`src/rtl/am_envelope_detector.sv`:
```
// am_envelope_detector
//   Recovers the Q1.15 envelope of a signed AM sample stream by full-wave
//   rectification followed by peak tracking. A new peak (or an equal one)
//   reloads a hold counter, and the envelope does not decay while that counter
//   is nonzero. Once the counter expires, the envelope decays exponentially
//   toward zero, with a minimum step of one LSB.
//   Hold and decay advance per valid sample, not per clock.
//   Optional feature macro: AM_ENV_SMOOTH_EN adds an EMA smoothing stage
//   (latency 3 instead of 2).
module am_envelope_detector #(
   parameter int DATA_W       = 16,
   parameter int HOLD_SAMPLES = 64,
   parameter int DECAY_SHIFT  = 6
`ifdef AM_ENV_SMOOTH_EN
   ,
   parameter int SMOOTH_SHIFT = 3
`endif
) (
   input  logic                     clk,
   input  logic                     rst_n,
   input  logic                     i_valid,
   input  logic signed [DATA_W-1:0] i_x,
   input  logic                     i_clear,
   output logic                     o_valid,
   output logic        [DATA_W-1:0] o_env_q15,
   output logic                     o_holding
);

   localparam int MAG_W  = DATA_W - 1;
   localparam int HOLD_W = $clog2(HOLD_SAMPLES + 1);
   localparam logic [HOLD_W-1:0] HOLD_LOAD = HOLD_W'(HOLD_SAMPLES);
   localparam logic [HOLD_W-1:0] HOLD_ONE  = HOLD_W'(1);

   // |x| on MAG_W bits; the most negative input saturates to full scale
   function automatic logic [MAG_W-1:0] abs_sat(input logic signed [DATA_W-1:0] x);
      logic [DATA_W-1:0] neg;
      if (!x[DATA_W-1]) return x[MAG_W-1:0];
      neg = -x;
      if (neg[DATA_W-1]) return {MAG_W{1'b1}};
      return neg[MAG_W-1:0];
   endfunction

   // One decay step: env - max(env >> DECAY_SHIFT, 1), floored at zero
   function automatic logic [MAG_W-1:0] decay_step(input logic [MAG_W-1:0] env);
      logic [MAG_W-1:0] step;
      step = env >> DECAY_SHIFT;
      if (step == '0) step = {{(MAG_W-1){1'b0}}, 1'b1};
      if (env <= step) return '0;
      return env - step;
   endfunction

`ifdef AM_ENV_SMOOTH_EN
   // EMA update s + ((env - s) >>> SMOOTH_SHIFT) on an 18-bit signed difference
   function automatic logic [MAG_W-1:0] smooth_step(input logic [MAG_W-1:0] s,
                                                    input logic [MAG_W-1:0] env);
      logic signed [MAG_W+2:0] diff;
      logic signed [MAG_W+2:0] sum;
      diff = $signed({3'b000, env}) - $signed({3'b000, s});
      sum  = $signed({3'b000, s}) + (diff >>> SMOOTH_SHIFT);
      return sum[MAG_W-1:0];
   endfunction
`endif

   logic             vld_p1;
   logic [MAG_W-1:0] mag_p1;
   logic             vld_p2;
   logic [MAG_W-1:0] env_p2;
   logic [HOLD_W-1:0] hold_p2;

   // Stage 1 valid: accept a sample unless a clear discards it
   always_ff @(posedge clk or negedge rst_n) begin
      if (!rst_n) vld_p1 <= 1'b0;
      else        vld_p1 <= i_valid & ~i_clear;
   end

   // Stage 1 data: full-wave rectification
   always_ff @(posedge clk) begin
      if (i_valid) mag_p1 <= abs_sat(i_x);
   end

   // Stage 2: peak tracking with hold-then-decay, advanced only on stage-1 valid
   always_ff @(posedge clk or negedge rst_n) begin
      if (!rst_n) begin
         vld_p2  <= 1'b0;
         env_p2  <= '0;
         hold_p2 <= '0;
      end else if (i_clear) begin
         vld_p2  <= 1'b0;
         env_p2  <= '0;
         hold_p2 <= '0;
      end else begin
         vld_p2 <= vld_p1;
         if (vld_p1) begin
            if (mag_p1 >= env_p2) begin
               env_p2  <= mag_p1;
               hold_p2 <= HOLD_LOAD;
            end else if (hold_p2 != '0) begin
               hold_p2 <= hold_p2 - HOLD_ONE;
            end else if (env_p2 != '0) begin
               env_p2 <= decay_step(env_p2);
            end
         end
      end
   end

   assign o_holding = (hold_p2 != '0);

`ifdef AM_ENV_SMOOTH_EN
   logic             vld_p3;
   logic [MAG_W-1:0] s_p3;

   // Stage 3: exponential smoothing of the tracked envelope
   always_ff @(posedge clk or negedge rst_n) begin
      if (!rst_n) begin
         vld_p3 <= 1'b0;
         s_p3   <= '0;
      end else if (i_clear) begin
         vld_p3 <= 1'b0;
         s_p3   <= '0;
      end else begin
         vld_p3 <= vld_p2;
         if (vld_p2) s_p3 <= smooth_step(s_p3, env_p2);
      end
   end

   assign o_valid   = vld_p3;
   assign o_env_q15 = {1'b0, s_p3};
`else
   assign o_valid   = vld_p2;
   assign o_env_q15 = {1'b0, env_p2};
`endif

endmodule

```
`config.mk`:
```
export PLATFORM = sky130hd
export DESIGN_NAME = am_envelope_detector
export DESIGN_NICKNAME = d
export VERILOG_FILES = /design/src/rtl/am_envelope_detector.sv
export SDC_FILE = /design/constraint.sdc
export NUM_CORES = 1
export LEC_CHECK = 0
export CAP_MARGIN = 25
export CORE_UTILIZATION = 58
export CTS_BUF_LIST = sky130_fd_sc_hd__clkbuf_4 sky130_fd_sc_hd__clkbuf_8
export CTS_CLUSTER_SIZE = 14
export DETAILED_ROUTE_END_ITERATION = 8
export GPL_TIMING_DRIVEN = 1
export PLACE_DENSITY = 0.81
export SETUP_SLACK_MARGIN = 0.1
export SLEW_MARGIN = 0
export SYNTH_ARGS = -nofsm -noshare
export SYNTH_HDL_FRONTEND = slang
export SYNTH_SLANG_ARGS = --single-unit
```
`constraint.sdc`:
```
create_clock -name clk -period 3.8 [get_ports clk]
set_input_delay 0.76 -clock clk [delete_from_list [all_inputs] [get_ports clk]]
set_output_delay 0.76 -clock clk [all_outputs]
set_load 0.1 [all_outputs]
```
# Word-level counts from Yosys, hierarchy flattened
# Index checks and enable logic that the tools add are counted.
# classes
n_reduce_logical	8
multipliers	0
div	0
magnitude_cmp	2
mux	33
shifts	0
n_eq_ne	1
bitwise	2
addsub	3
# op_table
operator	n
15-bit 2-to-1 mux	16
7-bit 2-to-1 mux	4
16-bit negation	1
15-bit greater-or-equal comparator	1
15-bit less-or-equal comparator	1
15-bit zero test	1
15-bit nonzero test	1
15-bit subtractor	1
1-bit 2-to-1 mux	12
9-bit 2-to-1 mux	1
7-bit nonzero test	1
7-bit by 1-bit subtractor with 7-bit output, second input constant	1
3-bit nonzero test	2
3-bit by 2-bit inequality test with 1-bit output, second input constant	1
3-bit AND reduction	1
2-bit AND reduction	1
2-bit nonzero test	1
1-bit bitwise AND	1
1-bit inverter	1
# word_totals
word_cells	54
latchBits	0
ff_bits	39
romBits	0
n_memories	0
mem_bits_rw	0
inputBits	20

# Depth between registers and ports, before layout
# depth
depth_word	20
mapped_depth	15

# Least setup slack after synthesis
# Ideal clock, no wire load.
# synth_path
kind	reg-to-reg
from	register env_p2[9]
to	register env_p2[10]
t_arrival_ns	3.731
path_stages_with_launch	16
synth_period_minus_slack_ns	3.858
slack_ns	-0.058
required_time_ns	3.673
cell_sequence	dfrtp_1 > buf_6 > or4_4 > or3_4 > nor3_4 > or2_2 > ha_1 > inv_1 > fa_1 > a21oi_1 > o221ai_1 > nand4_1 > nand2_1 > o21ai_0 > a21oi_1 > a221o_2
# synth_via
elab_chain_cells	20
# synth_rtl
item	line	rtl
start: declaration	67	logic [MAG_W-1:0] env_p2;
start signal: assignment	95	env_p2 <= mag_p1;
start signal: assignment	100	env_p2 <= decay_step(env_p2);
15-bit zero test	47	if (step == '0) step = {{(MAG_W-1){1'b0}}, 1'b1};
9-bit 2-to-1 mux	47	
15-bit 2-to-1 mux	99	end else if (env_p2 != '0) begin
15-bit 2-to-1 mux	97	end else if (hold_p2 != '0) begin
15-bit 2-to-1 mux	94	if (mag_p1 >= env_p2) begin
15-bit 2-to-1 mux	93	if (vld_p1) begin
15-bit 2-to-1 mux	87	end else if (i_clear) begin
15-bit less-or-equal comparator	48	if (env <= step) return '0;
[... 4 more ...]	-	
1-bit 2-to-1 mux	93	
1-bit 2-to-1 mux	87	
15-bit 2-to-1 mux	49	return env - step;
15-bit 2-to-1 mux	99	
15-bit 2-to-1 mux	97	
15-bit 2-to-1 mux	94	
15-bit 2-to-1 mux	93	
15-bit 2-to-1 mux	87	
# Several ways; a longest one is shown, not always the timed one. The select of a mux whose other input is x is not followed.
# A chain may end at the register's enable or synchronous reset.

# Worst setup path in the final report
# layout_path
from	register env_p2[12]
to	register env_p2[10]
# Same word-level chain as after synthesis.

==> metrics.txt <==
Final Critical Period 3538 ps; port buffer count 36; DIE AREA 0.005407 sq mm; final setup margin 261.9 ps; CP Max Fanout 6; via count 2,628; DR WL/cell 15.60 um; DRT Pass-1 Iters 5; Synth Register Bits 39; Synth async-reset ratio 61.54%; PD cells 730.7 mW/mm^2; R2R Setup Slk 260 ps; largest net degree at the start of global routing 19; H-tree levels 2; Slew Limit Fails 0; Inserted Diodes 0; VDD IR max 0.0004355 V; Cell variety after synth 57; CP startpoint kind register; status finished clean; ANT nets after route 0; nature of the critical path endpoint register; Top FF cell, synth dfrtp_1; final setup TNS 0 ps; P_int 1258 uW; maximum root-to-sink buffer count 2; WHS Path Cells 2; CTS Buf Count 5; top-level port count 38; fin nets 420; Clock power frac 11.8%; hold_ws 524.7 ps; mapped cell area 0.002968 sq mm; layout cells sized above 1 8.824%; Detail Placement HPWL 5118 um; Tcrit/Tclk final 93.11%; P_leak 0.001466 uW; switching power 1299 uW; worst slew pin tran 993.2 ps; Worst R2R Path Depth 14; Setup-failing EPs final 0; RePlAce Congestion 0.8857; Seq/Total Area, Yosys 35.41%; final hold vios 0; P&R area growth vs syn 17.88%; Hold Crit Class register to register; clock-pin slew on the worst setup and hold paths 80 ps; first-pass GRT wire length 11,050 um; Routed WL 6880 um; Syn Inst Count 336; Setup WS pre-CTS 196.4 ps; vias per cell 5.959; Vert. Die Dim 73.54 um; RSZ-0062 raised after global routing false; clk sinks 39; max_cap viols 0; worst endpoint required time 3990 ps; num rows 25; clock skew 7.358 ps; Net Count, Synth 383; drt initial violations 189; total track usage 27.10%; clk_lat worst skew 300 ps; Synth Warn # 0; Min-Delay Startpoint mag_p1[14]$_DFFE_PP_; CTS Hold Bufs 0; fmax 0.2826 GHz; initial antenna violation count 0; core region area 0.004817 sq mm; clk root buf clkbuf_8; Crit. Startpoint env_p2[12]$_DFFE_PN0P_; number of global-route vias before repair 2,491; grt ovf 0; type of the worst setup path register to register; RR Startpoint env_p2[12]$_DFFE_PN0P_; CTS tree done; logic gate share of total power 64.5%; relative slew slack 33.58%; syn_area_per_cell 8.833 sq um; Initial Utilization 61.61%; Layout fillers 385; die extent in x 73.54 um; CP arrival 3730 ps; EDFF count, synth 15; sw frac 50.80%; residual DRC count 0; Seq pwr share 23.7%
-- layer usage --
layer	vias to the layer above	track usage, %	share of wire [%]
met5	-	0	0
met2	106	49.54	52
li1	1275	-	-
met3	12	5.624	6.4
met4	0	8.761	1.3
met1	1235	31.39	40
-- registers in the layout, summed over array words and instances, names as in the netlist --
| register | count |
|---|---|
| env_p2 | 15 |
| mag_p1 | 15 |
| hold_p2 | 7 |
| o_valid | 1 |
| vld_p1 | 1 |
-- metrics by stage --
step / total power (uW) / cells / utilization [%] / cell area [sq um]
6_report: 2556 / 441 / 72.62 / 3498
5_1_grt: 2713 / 441 / 72.62 / 3498
4_1_cts: 2517 / 441 / 72.42 / 3488
3_5_place_dp: 2199 / 433 / 70.44 / 3393
3_3_place_gp: 2170 / 432 / 69.87 / 3366
2_1_floorplan: 1862 / 336 / - / 2973
-- cell usage in the layout (no fill, tap or decap), types with 3 or more instances in the layout --
| master | count |
|---|---|
| xor2_1 | 15 |
| inv_1 | 36 |
| nand2b_1 | 5 |
| xnor2_1 | 6 |
| a21o_1 | 3 |
| edfxtp_1 | 15 |
| o21ai_0 | 25 |
| a22oi_1 | 11 |
| nor2b_1 | 4 |
| nor3_1 | 4 |
| nand3b_1 | 3 |
| nand2_1 | 45 |
| or2_2 | 5 |
| ha_1 | 26 |
| clkdlybuf4s50_1 | 35 |
| or4_1 | 3 |
| a211oi_1 | 3 |
| nand3_1 | 7 |
| o31ai_1 | 4 |
| buf_4 | 3 |
| dfrtp_2 | 4 |
| nand4_1 | 6 |
| a21oi_1 | 19 |
| nor2_1 | 17 |
| clkbuf_8 | 6 |
| nor4_1 | 4 |
| o21bai_1 | 3 |
| dfrtp_1 | 20 |
-- power groups by stage --
stage	Clock (uW)	Sequential [uW]	Combinational, uW
floorplan	0	818	1040
global placement	0	608	1560
detailed placement	0	611	1590
CTS	306	603	1610
global route	322	615	1780
finish	301	606	1650
-- critical path: stages (launching register included) --
cell      delay, ps
dfrtp_2         450
or4_4           570
or3_4           370
nor3_4          150
or2_2           140
ha_1            150
inv_1            50
fa_1            410
a21oi_2         180
o221ai_2        160
nand4_1         180
nand2_1          80
o21ai_1         150
a21oi_1          80
a221o_2         310
-- repair_timing --
item / CTS / global route
setup buffers: 0 / 0
gates resized for setup: 0 / 3
endpoints found under the hold margin: 0 / 0
setup endpoints to repair: 0 / 4
-- layout make-up --
type / instances / area [sq um] / area share (%)
clock buffers: 7 / 90.09 / 2.575
multi-input cells: 252 / 1728 / 49.39
repair buffers: 39 / 400.4 / 11.44
well taps: 67 / 83.83 / 2.396
flip-flops and latches: 39 / 1056 / 30.19
clock inverters: 1 / 5.005 / 0.1431
inverters: 36 / 135.1 / 3.863
-- logic make-up after synthesis --
group                    after synthesis  synth area share [%]
AND/OR/NAND/NOR                      114                 20.15
AO/OA/AOI/OAI                         89                 19.77
XOR/XNOR                              21                 6.197
adder cells (fa/ha/maj)               27                 11.64
buffers and inverters                 45                 6.703
other                                  1                0.1264
flip-flops                            39                 35.41
-- Yosys cell counts (all sizes together), types with 6 or more instances --
library cell | number | share of area [%]
a21oi | 20 | 3.4
a22oi | 11 | 2.8
xnor2 | 6 | 1.8
o21ai | 27 | 4.6
dfrtp | 24 | 20
nand4 | 6 | 1.3
nand3 | 7 | 1.2
nor2 | 17 | 2.2
xor2 | 15 | 4.4
nor4 | 6 | 2.0
ha | 26 | 11
inv | 36 | 4.6
nand2 | 45 | 5.7
edfxtp | 15 | 15
-- worst paths after layout --
kind                                          endpoint
worst max-delay path            env_p2[10]$_DFFE_PN0P_
worst min-delay path            env_p2[14]$_DFFE_PN0P_
worst max register to register  env_p2[10]$_DFFE_PN0P_
worst min register to register  env_p2[14]$_DFFE_PN0P_
max in group asynchronous       env_p2[12]$_DFFE_PN0P_
min in group asynchronous        env_p2[8]$_DFFE_PN0P_
Power figures use the tool's default switching activity.
